===== src/rtl/aes_pkg.sv =====
// ---------------------------------------------------------------------------
// aes_pkg
// Shared definitions for the AES encryption request scheduler: scheduler
// FSM state encoding and the default latency of the external AES pipeline.
// ---------------------------------------------------------------------------
package aes_pkg;

    // Clock cycles from aes_enable=1 to the matching aes_out being valid.
    localparam int AES_LATENCY_DEFAULT = 12;

    // Scheduler FSM state encoding.
    typedef logic [1:0] state_t;
    localparam logic [1:0] ST_RUN   = 2'd0;
    localparam logic [1:0] ST_DRAIN = 2'd1;
    localparam logic [1:0] ST_DONE  = 2'd2;

endpackage


===== src/rtl/aes_result_fifo.sv =====
// ---------------------------------------------------------------------------
// aes_result_fifo
// First-word-fall-through result FIFO. The head entry is always presented on
// head_data; pop removes it. Push and pop in the same cycle are lossless at
// every fill level, including empty (pop ignored) and full (write lands in
// the slot being freed).
//
// Ports
//   clk        rising-edge clock
//   rst        synchronous active-high reset (pointers and count only)
//   push       write push_data this cycle
//   push_data  entry to store
//   pop        remove the head entry (ignored when empty)
//   head_data  current head entry
//   count      number of stored entries (0..DEPTH)
// ---------------------------------------------------------------------------
module aes_result_fifo #(
    parameter int WIDTH = 129,
    parameter int DEPTH = 16
) (
    input  logic                       clk,
    input  logic                       rst,
    input  logic                       push,
    input  logic [WIDTH-1:0]           push_data,
    input  logic                       pop,
    output logic [WIDTH-1:0]           head_data,
    output logic [$clog2(DEPTH+1)-1:0] count
);

    localparam int PTR_W = $clog2(DEPTH);
    localparam int CNT_W = $clog2(DEPTH + 1);

    logic [WIDTH-1:0] mem [DEPTH];
    logic [PTR_W-1:0] wr_ptr;
    logic [PTR_W-1:0] rd_ptr;
    logic             empty;
    logic             full;
    logic             do_push;
    logic             do_pop;

    assign empty     = (count == '0);
    assign full      = (count == CNT_W'(DEPTH));
    assign do_pop    = pop && !empty;
    // When full, a concurrent pop frees the slot the write pointer sits on.
    assign do_push   = push && (!full || do_pop);
    assign head_data = mem[rd_ptr];

    always_ff @(posedge clk) begin
        if (do_push) begin
            mem[wr_ptr] <= push_data;
        end
    end

    // DEPTH is a power of two, so pointers wrap by natural overflow.
    always_ff @(posedge clk) begin
        if (rst) begin
            wr_ptr <= '0;
            rd_ptr <= '0;
            count  <= '0;
        end else begin
            if (do_push) begin
                wr_ptr <= wr_ptr + PTR_W'(1);
            end
            if (do_pop) begin
                rd_ptr <= rd_ptr + PTR_W'(1);
            end
            case ({do_push, do_pop})
                2'b10:   count <= count + CNT_W'(1);
                2'b01:   count <= count - CNT_W'(1);
                default: count <= count;
            endcase
        end
    end

    // The issuing side's credit accounting must make this unreachable.
    no_overflow: assert property (@(posedge clk) disable iff (rst)
                                  !(push && full && !pop));

endmodule


===== src/rtl/aes_enc_scheduler.sv =====
// ---------------------------------------------------------------------------
// aes_enc_scheduler
// Shares one fixed-latency, non-stallable AES encryption pipeline between two
// requesters. Round-robin arbitration, registered issue into the pipeline, a
// tag shift register that follows each block through the pipeline, and a
// result FIFO that returns ciphertexts in issue order with the originating
// requester id. A credit rule (blocks in flight + FIFO entries < FIFO_DEPTH)
// guarantees every returning block has a FIFO slot. flush stops issue, waits
// for everything to drain and pulses flush_done.
//
// Ports
//   clk, rst                 clock, synchronous active-high reset
//   req0_* / req1_*          valid/ready request channels with data and key
//   aes_in, aes_key          registered block/key into the AES pipeline
//   aes_enable               pipeline slot carries a valid block (1 cycle)
//   aes_out                  pipeline ciphertext, AES_LATENCY after enable
//   rsp_valid/ready/data/id  result channel (first-word-fall-through)
//   flush, flush_done        drain request and single-cycle completion pulse
//
// FSM
//   state    | meaning
//   ---------+----------------------------------------------------------
//   RUN      | normal operation, grants allowed under the credit rule
//   DRAIN    | no grants; wait for pipeline and FIFO to empty
//   DONE     | flush_done pulse for one cycle, then back to RUN
// ---------------------------------------------------------------------------
module aes_enc_scheduler
    import aes_pkg::*;
#(
    parameter int BLOCK_LENGTH = 128,
    parameter int AES_LATENCY  = AES_LATENCY_DEFAULT,
    parameter int FIFO_DEPTH   = 16
) (
    input  logic                    clk,
    input  logic                    rst,
    input  logic                    req0_valid,
    output logic                    req0_ready,
    input  logic [BLOCK_LENGTH-1:0] req0_data,
    input  logic [BLOCK_LENGTH-1:0] req0_key,
    input  logic                    req1_valid,
    output logic                    req1_ready,
    input  logic [BLOCK_LENGTH-1:0] req1_data,
    input  logic [BLOCK_LENGTH-1:0] req1_key,
    output logic [BLOCK_LENGTH-1:0] aes_in,
    output logic [BLOCK_LENGTH-1:0] aes_key,
    output logic                    aes_enable,
    input  logic [BLOCK_LENGTH-1:0] aes_out,
    output logic                    rsp_valid,
    input  logic                    rsp_ready,
    output logic [BLOCK_LENGTH-1:0] rsp_data,
    output logic                    rsp_id,
    input  logic                    flush,
    output logic                    flush_done
);

    localparam int IF_W  = $clog2(AES_LATENCY + 1);
    localparam int CNT_W = $clog2(FIFO_DEPTH + 1);
    localparam int OCC_W = CNT_W + 2;

    state_t                   state;
    state_t                   state_nxt;
    logic                     last_grant;
    logic                     gnt_valid;
    logic                     gnt_id;
    logic                     issue_ok;
    logic                     issue;
    logic                     issue_id;
    logic [AES_LATENCY-1:0]   tag_valid;
    logic [AES_LATENCY-1:0]   tag_id;
    logic                     retire;
    logic [IF_W-1:0]          in_flight;
    logic [CNT_W-1:0]         fifo_count;
    logic [BLOCK_LENGTH:0]    fifo_head;
    logic [OCC_W-1:0]         occupancy;
    logic                     drained;
    logic                     pop;

    // Arbitration: on contention grant the requester not granted last.
    always_comb begin
        gnt_valid = 1'b0;
        gnt_id    = 1'b0;
        if (req0_valid && req1_valid) begin
            gnt_valid = 1'b1;
            gnt_id    = ~last_grant;
        end else if (req0_valid) begin
            gnt_valid = 1'b1;
            gnt_id    = 1'b0;
        end else if (req1_valid) begin
            gnt_valid = 1'b1;
            gnt_id    = 1'b1;
        end
    end

    // The block sitting in the issue register has no tag yet, so it is
    // counted separately from in_flight when checking credit.
    assign occupancy = OCC_W'(in_flight) + OCC_W'(aes_enable) + OCC_W'(fifo_count);
    assign issue_ok  = !rst && (state == ST_RUN) && !flush &&
                       (occupancy < OCC_W'(FIFO_DEPTH));

    assign req0_ready = issue_ok && gnt_valid && !gnt_id;
    assign req1_ready = issue_ok && gnt_valid &&  gnt_id;
    assign issue      = req0_ready || req1_ready;

    always_ff @(posedge clk) begin
        if (rst) begin
            aes_enable <= 1'b0;
            aes_in     <= '0;
            aes_key    <= '0;
            issue_id   <= 1'b0;
            last_grant <= 1'b1;
        end else begin
            aes_enable <= issue;
            if (issue) begin
                aes_in     <= gnt_id ? req1_data : req0_data;
                aes_key    <= gnt_id ? req1_key  : req0_key;
                issue_id   <= gnt_id;
                last_grant <= gnt_id;
            end
        end
    end

    // Tags enter from the issue register, so the tail lines up with aes_out
    // exactly AES_LATENCY cycles after aes_enable.
    assign retire = tag_valid[AES_LATENCY-1];

    always_ff @(posedge clk) begin
        if (rst) begin
            tag_valid <= '0;
            tag_id    <= '0;
            in_flight <= '0;
        end else begin
            tag_valid <= {tag_valid[AES_LATENCY-2:0], aes_enable};
            tag_id    <= {tag_id[AES_LATENCY-2:0], issue_id};
            case ({aes_enable, retire})
                2'b10:   in_flight <= in_flight + IF_W'(1);
                2'b01:   in_flight <= in_flight - IF_W'(1);
                default: in_flight <= in_flight;
            endcase
        end
    end

    assign drained = (in_flight == '0) && !aes_enable && (fifo_count == '0);

    always_comb begin
        state_nxt = state;
        case (state)
            ST_RUN:   if (flush)   state_nxt = ST_DRAIN;
            ST_DRAIN: if (drained) state_nxt = ST_DONE;
            ST_DONE:               state_nxt = ST_RUN;
            default:               state_nxt = ST_RUN;
        endcase
    end

    always_ff @(posedge clk) begin
        if (rst) begin
            state <= ST_RUN;
        end else begin
            state <= state_nxt;
        end
    end

    assign flush_done = !rst && (state == ST_DONE);

    assign rsp_valid = !rst && (fifo_count != '0);
    assign pop       = rsp_valid && rsp_ready;
    assign rsp_data  = fifo_head[BLOCK_LENGTH-1:0];
    assign rsp_id    = fifo_head[BLOCK_LENGTH];

    aes_result_fifo #(
        .WIDTH (BLOCK_LENGTH + 1),
        .DEPTH (FIFO_DEPTH)
    ) u_fifo (
        .clk       (clk),
        .rst       (rst),
        .push      (retire),
        .push_data ({tag_id[AES_LATENCY-1], aes_out}),
        .pop       (pop),
        .head_data (fifo_head),
        .count     (fifo_count)
    );

endmodule


===== config.mk =====
export PLATFORM = sky130hd
export DESIGN_NAME = aes_enc_scheduler
export DESIGN_NICKNAME = d
export VERILOG_FILES = /design/src/rtl/aes_pkg.sv /design/src/rtl/aes_result_fifo.sv /design/src/rtl/aes_enc_scheduler.sv
export SDC_FILE = /design/constraint.sdc
export NUM_CORES = 2
export LEC_CHECK = 0
export BUFFER_PORTS_ARGS = -buffer_cell sky130_fd_sc_hd__buf_2
export CORE_MARGIN = 2
export CORE_UTILIZATION = 45
export CTS_CLUSTER_SIZE = 24
export DETAILED_ROUTE_END_ITERATION = 16
export PLACE_DENSITY = 0.65
export SYNTH_ARGS = -nofsm -noshare
export SYNTH_HDL_FRONTEND = slang
export SYNTH_HIERARCHICAL = 1
export SYNTH_SLANG_ARGS = --single-unit

===== constraint.sdc =====
create_clock -name clk -period 12.35 [get_ports clk]
set_input_delay 2.47 -clock clk [delete_from_list [all_inputs] [get_ports clk]]
set_output_delay 2.47 -clock clk [all_outputs]
set_load 0.02 [all_outputs]

# After elaboration in Yosys (flattened, before gate mapping)
# Memory sizes are Yosys's and may differ from the RTL's. A register that Yosys moved wholly into a read port is not among the register bits.
# Index checks and enable logic that the tools add are counted.
[totals] reg_bits=302 mem_bits_rw=2064 inputBits=646 n_memories=1
[classes] addsub=8 order_cmp=1 n_eq_ne=9 muxes=16 n_bitwise=1 n_reduce_logical=29
[memory_table] name="u_fifo.mem" depth=16 word_bits=129 read_ports=1 rd_clocked_by_memory_dff=1 wr=1 line_no="aes_result_fifo.sv:33" rtl="logic [WIDTH-1:0] mem [DEPTH];"
[op_table] operator="$mux 128" count=2
[op_table] operator="$logic_and 1x1->1" count=14
[op_table] operator="$add 4x1->4 const B" count=3
[op_table] operator="$pmux 5 s2" count=1
[op_table] operator="$mux 4" count=2
[op_table] operator="$pmux 4 s2" count=1
[op_table] operator="$mux 1" count=7
[op_table] operator="$add 5x5->6" count=1
[op_table] operator="$eq 2x1->1 const B" count=3
[op_table] operator="$eq 2x2->1 const B" count=3
[op_table] operator="$logic_not 1->1" count=6
[op_table] operator="$lt 6x5->1 const B" count=1
[op_table] operator="$add 4x1->5" count=1
[op_table] operator="$add 5x1->5 const B" count=1
[op_table] operator="$eq 5x5->1 const B" count=1
[op_table] operator="$logic_not 5->1" count=1
[op_table] operator="$reduce_bool 5->1" count=1
[op_table] operator="$sub 5x1->5 const B" count=1
[op_table] operator="$logic_not 4->1" count=1
[op_table] operator="$mux 2" count=2
[op_table] operator="$ne 2x2->1 const B" count=2
[op_table] operator="$pmux 2 s2" count=1
[op_table] operator="$reduce_bool 2->1" count=2
[op_table] operator="$sub 4x1->4 const B" count=1
[op_table] operator="other kinds (4)" count=5

# Longest topological paths before layout
[logic_depth] ltp_word=8 ltp_mapped=12 mapped_depth_nobuf=12

# By module
# Netlist, hierarchy kept.
[modules_own_cells] mod="aes_result_fifo" n_inst=1 cells_each=3280 area_per_inst_um2=77873.4 seq_area_each_um2=62319.8
[modules_own_cells] mod="aes_enc_scheduler" n_inst=1 cells_each=1569 area_per_inst_um2=13833.3 seq_area_each_um2=5785.5

# Worst setup path after synthesis
# No wires, ideal clock.
[synth_path] kind="input to register" from="input rst" to="memory u_fifo.mem[0][0], enable pin" setup_ns=0.775 arrival_ns=12.662 slack_ns=-1.087 stages=7 cell_sequence="clkbuf_1 nor2_1 and2_1 nor2b_1 a21boi_1 nand2_1 nor3_1"
[synth_between] elab_chain_cells=8
[synth_lines] item="from (decl)" line_no="aes_enc_scheduler.sv:35" rtl="input logic rst,"
[synth_lines] item="$logic_not 1->1" line_no="aes_enc_scheduler.sv:164" rtl="assign rsp_valid = !rst && (fifo_count != '0);"
[synth_lines] item="$logic_and 1x1->1" line_no="aes_enc_scheduler.sv:164"
[synth_lines] item="named net rsp_valid" line_no="aes_enc_scheduler.sv:48" rtl="output logic rsp_valid,"
[synth_lines] item="$logic_and 1x1->1" line_no="aes_enc_scheduler.sv:165" rtl="assign pop = rsp_valid && rsp_ready;"
[synth_lines] item="named net pop" line_no="aes_enc_scheduler.sv:76" rtl="logic pop;"
[synth_lines] item="$logic_and 1x1->1" line_no="aes_result_fifo.sv:43" rtl="assign do_pop = pop && !empty;"
[synth_lines] item="$logic_or 1x1->1" line_no="aes_result_fifo.sv:45" rtl="assign do_push = push && (!full || do_pop);"
[synth_lines] item="$logic_and 1x1->1" line_no="aes_result_fifo.sv:45"
[synth_lines] item="$mux 1" line_no="aes_result_fifo.sv:49" rtl="if (do_push) begin"
[synth_lines] item="$mux 1 (not written as such)" line_no="aes_result_fifo.sv:50" rtl="mem[wr_ptr] <= push_data;"
[synth_lines] item="to (decl)" line_no="aes_result_fifo.sv:33"
# The timed path passes the listed nets, and every way through them passes these cells.

==> impl_metrics.csv <==
group,metric,value,unit
status,outcome,"completed",
detailed_routing,wirelength,309000,um
placed_design,dp_cells,8294,
timing,slew_viol_final,0,
detailed_routing,drc,0,
synth,synth_edf_count,2064,
floorplan,die-area,207000,um2
floorplan,rows,165,
timing,setup_violations,0,
detailed_routing,drtPass1Iterations,5,
timing,fin_worst_skew,0.0764,ns
cells_and_area,finalNonFillerCells,8804,
worst_setup_path,cp_max_fo,70,
synth,synth.most_common_cell,"edfxtp_1",
global_route,antenna_found_initial,151,
floorplan,num_io_pins,1036,
detailed_routing,viasPerCell,6.01,
synth,ys_seq_area_share,74.3,%
synth,syn_area_per_cell,18.9,um2
pwr,irDropWorstVdd,148,uV
timing,relSlewSlack,16.4,%
synth,yosys.area.top_type,"edfxtp_1",
floorplan,chipWidth,455,um
timing,clock.fmax,134,MHz
global_route,grt_use_total,29.3,%
synth,yosysWarnings,6,
clock_tree,clkTransAtPathRegs,0.06,ns
global_route,grt_overflow,0,
worst_setup_path,timing.rr.start,"u_fifo/count[4]",
synth,synthTopCellsByArea,"edfxtp_1 68%, mux4_2 13%, dfxtp_1 6.7%, nand2_1 2.5%, a311oi_2 2.0%",
synth,netlist_instances,4849,
placed_design,port_buffers,1035,
clock_tree,cts_resized,0,
timing,post-route-period-util,60.6,%
global_route,grt_max_degree,147,
synth,synth_area,91700,um2
pwr,p_total,17.0,mW
timing,worstMarginPinSlew,1.25,ns
clock_tree,root_buffer,"clkbuf_16",
synth,yosys.area.top_type_share,67.6,%
worst_setup_path,crit_path_start_kind,"register",
worst_setup_path,worstPathArrival,5.02,ns
pwr,leakagePower,35.6,nW
detailed_routing,via_count,52952,
worst_setup_path,crit_required,9.88,ns
worst_setup_path,end_kind,"primary output",
timing,hold_viol,0,
flow_run,cap_violations,0,
global_route,first_global_vias,51527,
detailed_routing,ant_nets,0,
synth,synthArstFlopShare,0,%
cells_and_area,areaGrowthSynthToFinish,17.2,%
pwr,pwr_density_cell,158,nW/um2
cells_and_area,fin_nets,6524,
placed_design,hpwlAfterDp,203000,um
clock_tree,cts_tree,"yes",
detailed_routing,drtIter0Drc,5701,
floorplan,start_util,45.3,%
clock_tree,postCtsSetupBuffers,0,
detailed_routing,wl_per_cell,35.1,um
clock_tree,postCtsHoldBufs,0,
clock_tree,clk_latency,0.87,ns
synth,syn_nets,5512,
hold_path,hold_class,"register to register",
floorplan,core_area,202000,um2
timing,rsz0062_at_grt,"false",
hold_path,min-delay-start,"tag_valid[3]",
synth,synth_cell_types,56,
placed_design,gp_congestion,1.02,
timing,finalCriticalPeriod,7.49,ns
clock_tree,cts-htree-levels,4,
floorplan,die_y,455,um
synth,ys_ff_latch,2370,
synth,yosys_most_used_dff,"edfxtp_1",
timing,setup_tns,0,ns
clock_tree,cts_max_path_buffers,3,
worst_setup_path,crit_type,"register to primary output",
clock_tree,cts.sink_count,2370,
global_route,grt_pass1_wl,423000,um
cells_and_area,drive_above_1_share,36.5,%
clock_tree,numCtsBuffers,237,
synth,synth_common_cells,"2064 x edfxtp_1, 610 x nand2_1, 516 x mux4_2",
## cell type report
class | instances | area [um2]
clock buffers | 286 | 6140
diodes | 72 | 180
well taps | 2672 | 3340
flip-flops and latches | 2370 | 68100
inverters | 15 | 63.8
clock inverters | 152 | 1850
multi-input cells | 2112 | 21900
fillers | 16106 | 94800
repair buffers | 1125 | 5970
## per-layer routing
layer / GRT usage [%] / share of wire [%] / wire length, um
met5: 0 / 0.080 / 247
met4: 14.8 / 5.6 / 17300
met3: 6.41 / 7.5 / 23200
met2: 47.3 / 48 / 150000
met1: 37.6 / 38 / 119000
## worst paths after layout
path                       endpoint  slack [ns]  depth (start not counted)
hold / removal         tag_valid[4]        0.41                          1
hold reg to reg        tag_valid[4]        0.41                          1
setup / recovery       rsp_data[38]        4.86                          6
setup reg to reg  u_fifo/mem[2][99]        7.13                          9
## per-stage QoR
stage / cell area, um2 / worst slack, ns / hold slack (ns) / util, %
after floorplan: 91700 / 2.37 / 0.414 / -
after global placement: 99300 / 4.86 / 0.424 / 49.1
after detailed placement: 99300 / 4.89 / 0.425 / 49.1
after CTS: 107000 / 4.69 / 0.407 / 53.1
after global routing: 107000 / 4.64 / 0.419 / 53.1
final: 108000 / 4.86 / 0.412 / 53.1
## placed cells by master (no fill, tap or decap), types with 80 or more instances in the layout
cell type / Yosys / layout
nand2_1: 610 / 609
buf_2: 69 / 1034
o22ai_1: 80 / 80
a311oi_1: 135 / 135
buf_4: 27 / 82
a21oi_1: 191 / 191
clkbuf_16: 0 / 237
mux4_2: 516 / 516
a311oi_2: 120 / 120
edfxtp_1: 2064 / 2064
a22oi_1: 178 / 178
dfxtp_1: 306 / 303
## report_power, final
| part | leakage [nW] | total (mW) | switching [mW] | internal [mW] |
|---|---|---|---|---|
| logic | 10.7 | 0.763 | 0.540 | 0.223 |
| registers | 21.1 | 8.85 | 0.0885 | 8.76 |
| clock network | 3.85 | 7.36 | 3.09 | 4.28 |
## logic make-up after synthesis
kind of cell	count (synthesis)	share of synthesized area (%)
muxes	522	12.7
and+or+nand+nor	767	3.36
buffers and inverters	367	2.11
adders and majority gates	17	0.248
AOI/OAI and AO/OA	799	7.21
DFF	2370	74.3
xor gates and xnor gates	7	0.0669
## worst max-delay path: stages, from the launching register on
cell and delay, ns:
dfxtp_4 0.97, buf_4 0.90, buf_4 0.93, mux4_2 0.42, a22oi_1 0.25, nand2_1 0.31
buf_2 0.26
## registers in the layout, indices dropped and copies added (netlist names), 4 cells and up, named ones only
signal and cells:
aes_key 128, tag_valid 12, in_flight 4, u_fifo/count 5, u_fifo/wr_ptr 4, aes_in 128
u_fifo/mem 2064, u_fifo/rd_ptr 4, tag_id 12
Note: power is estimated with default switching activity, not from simulation.
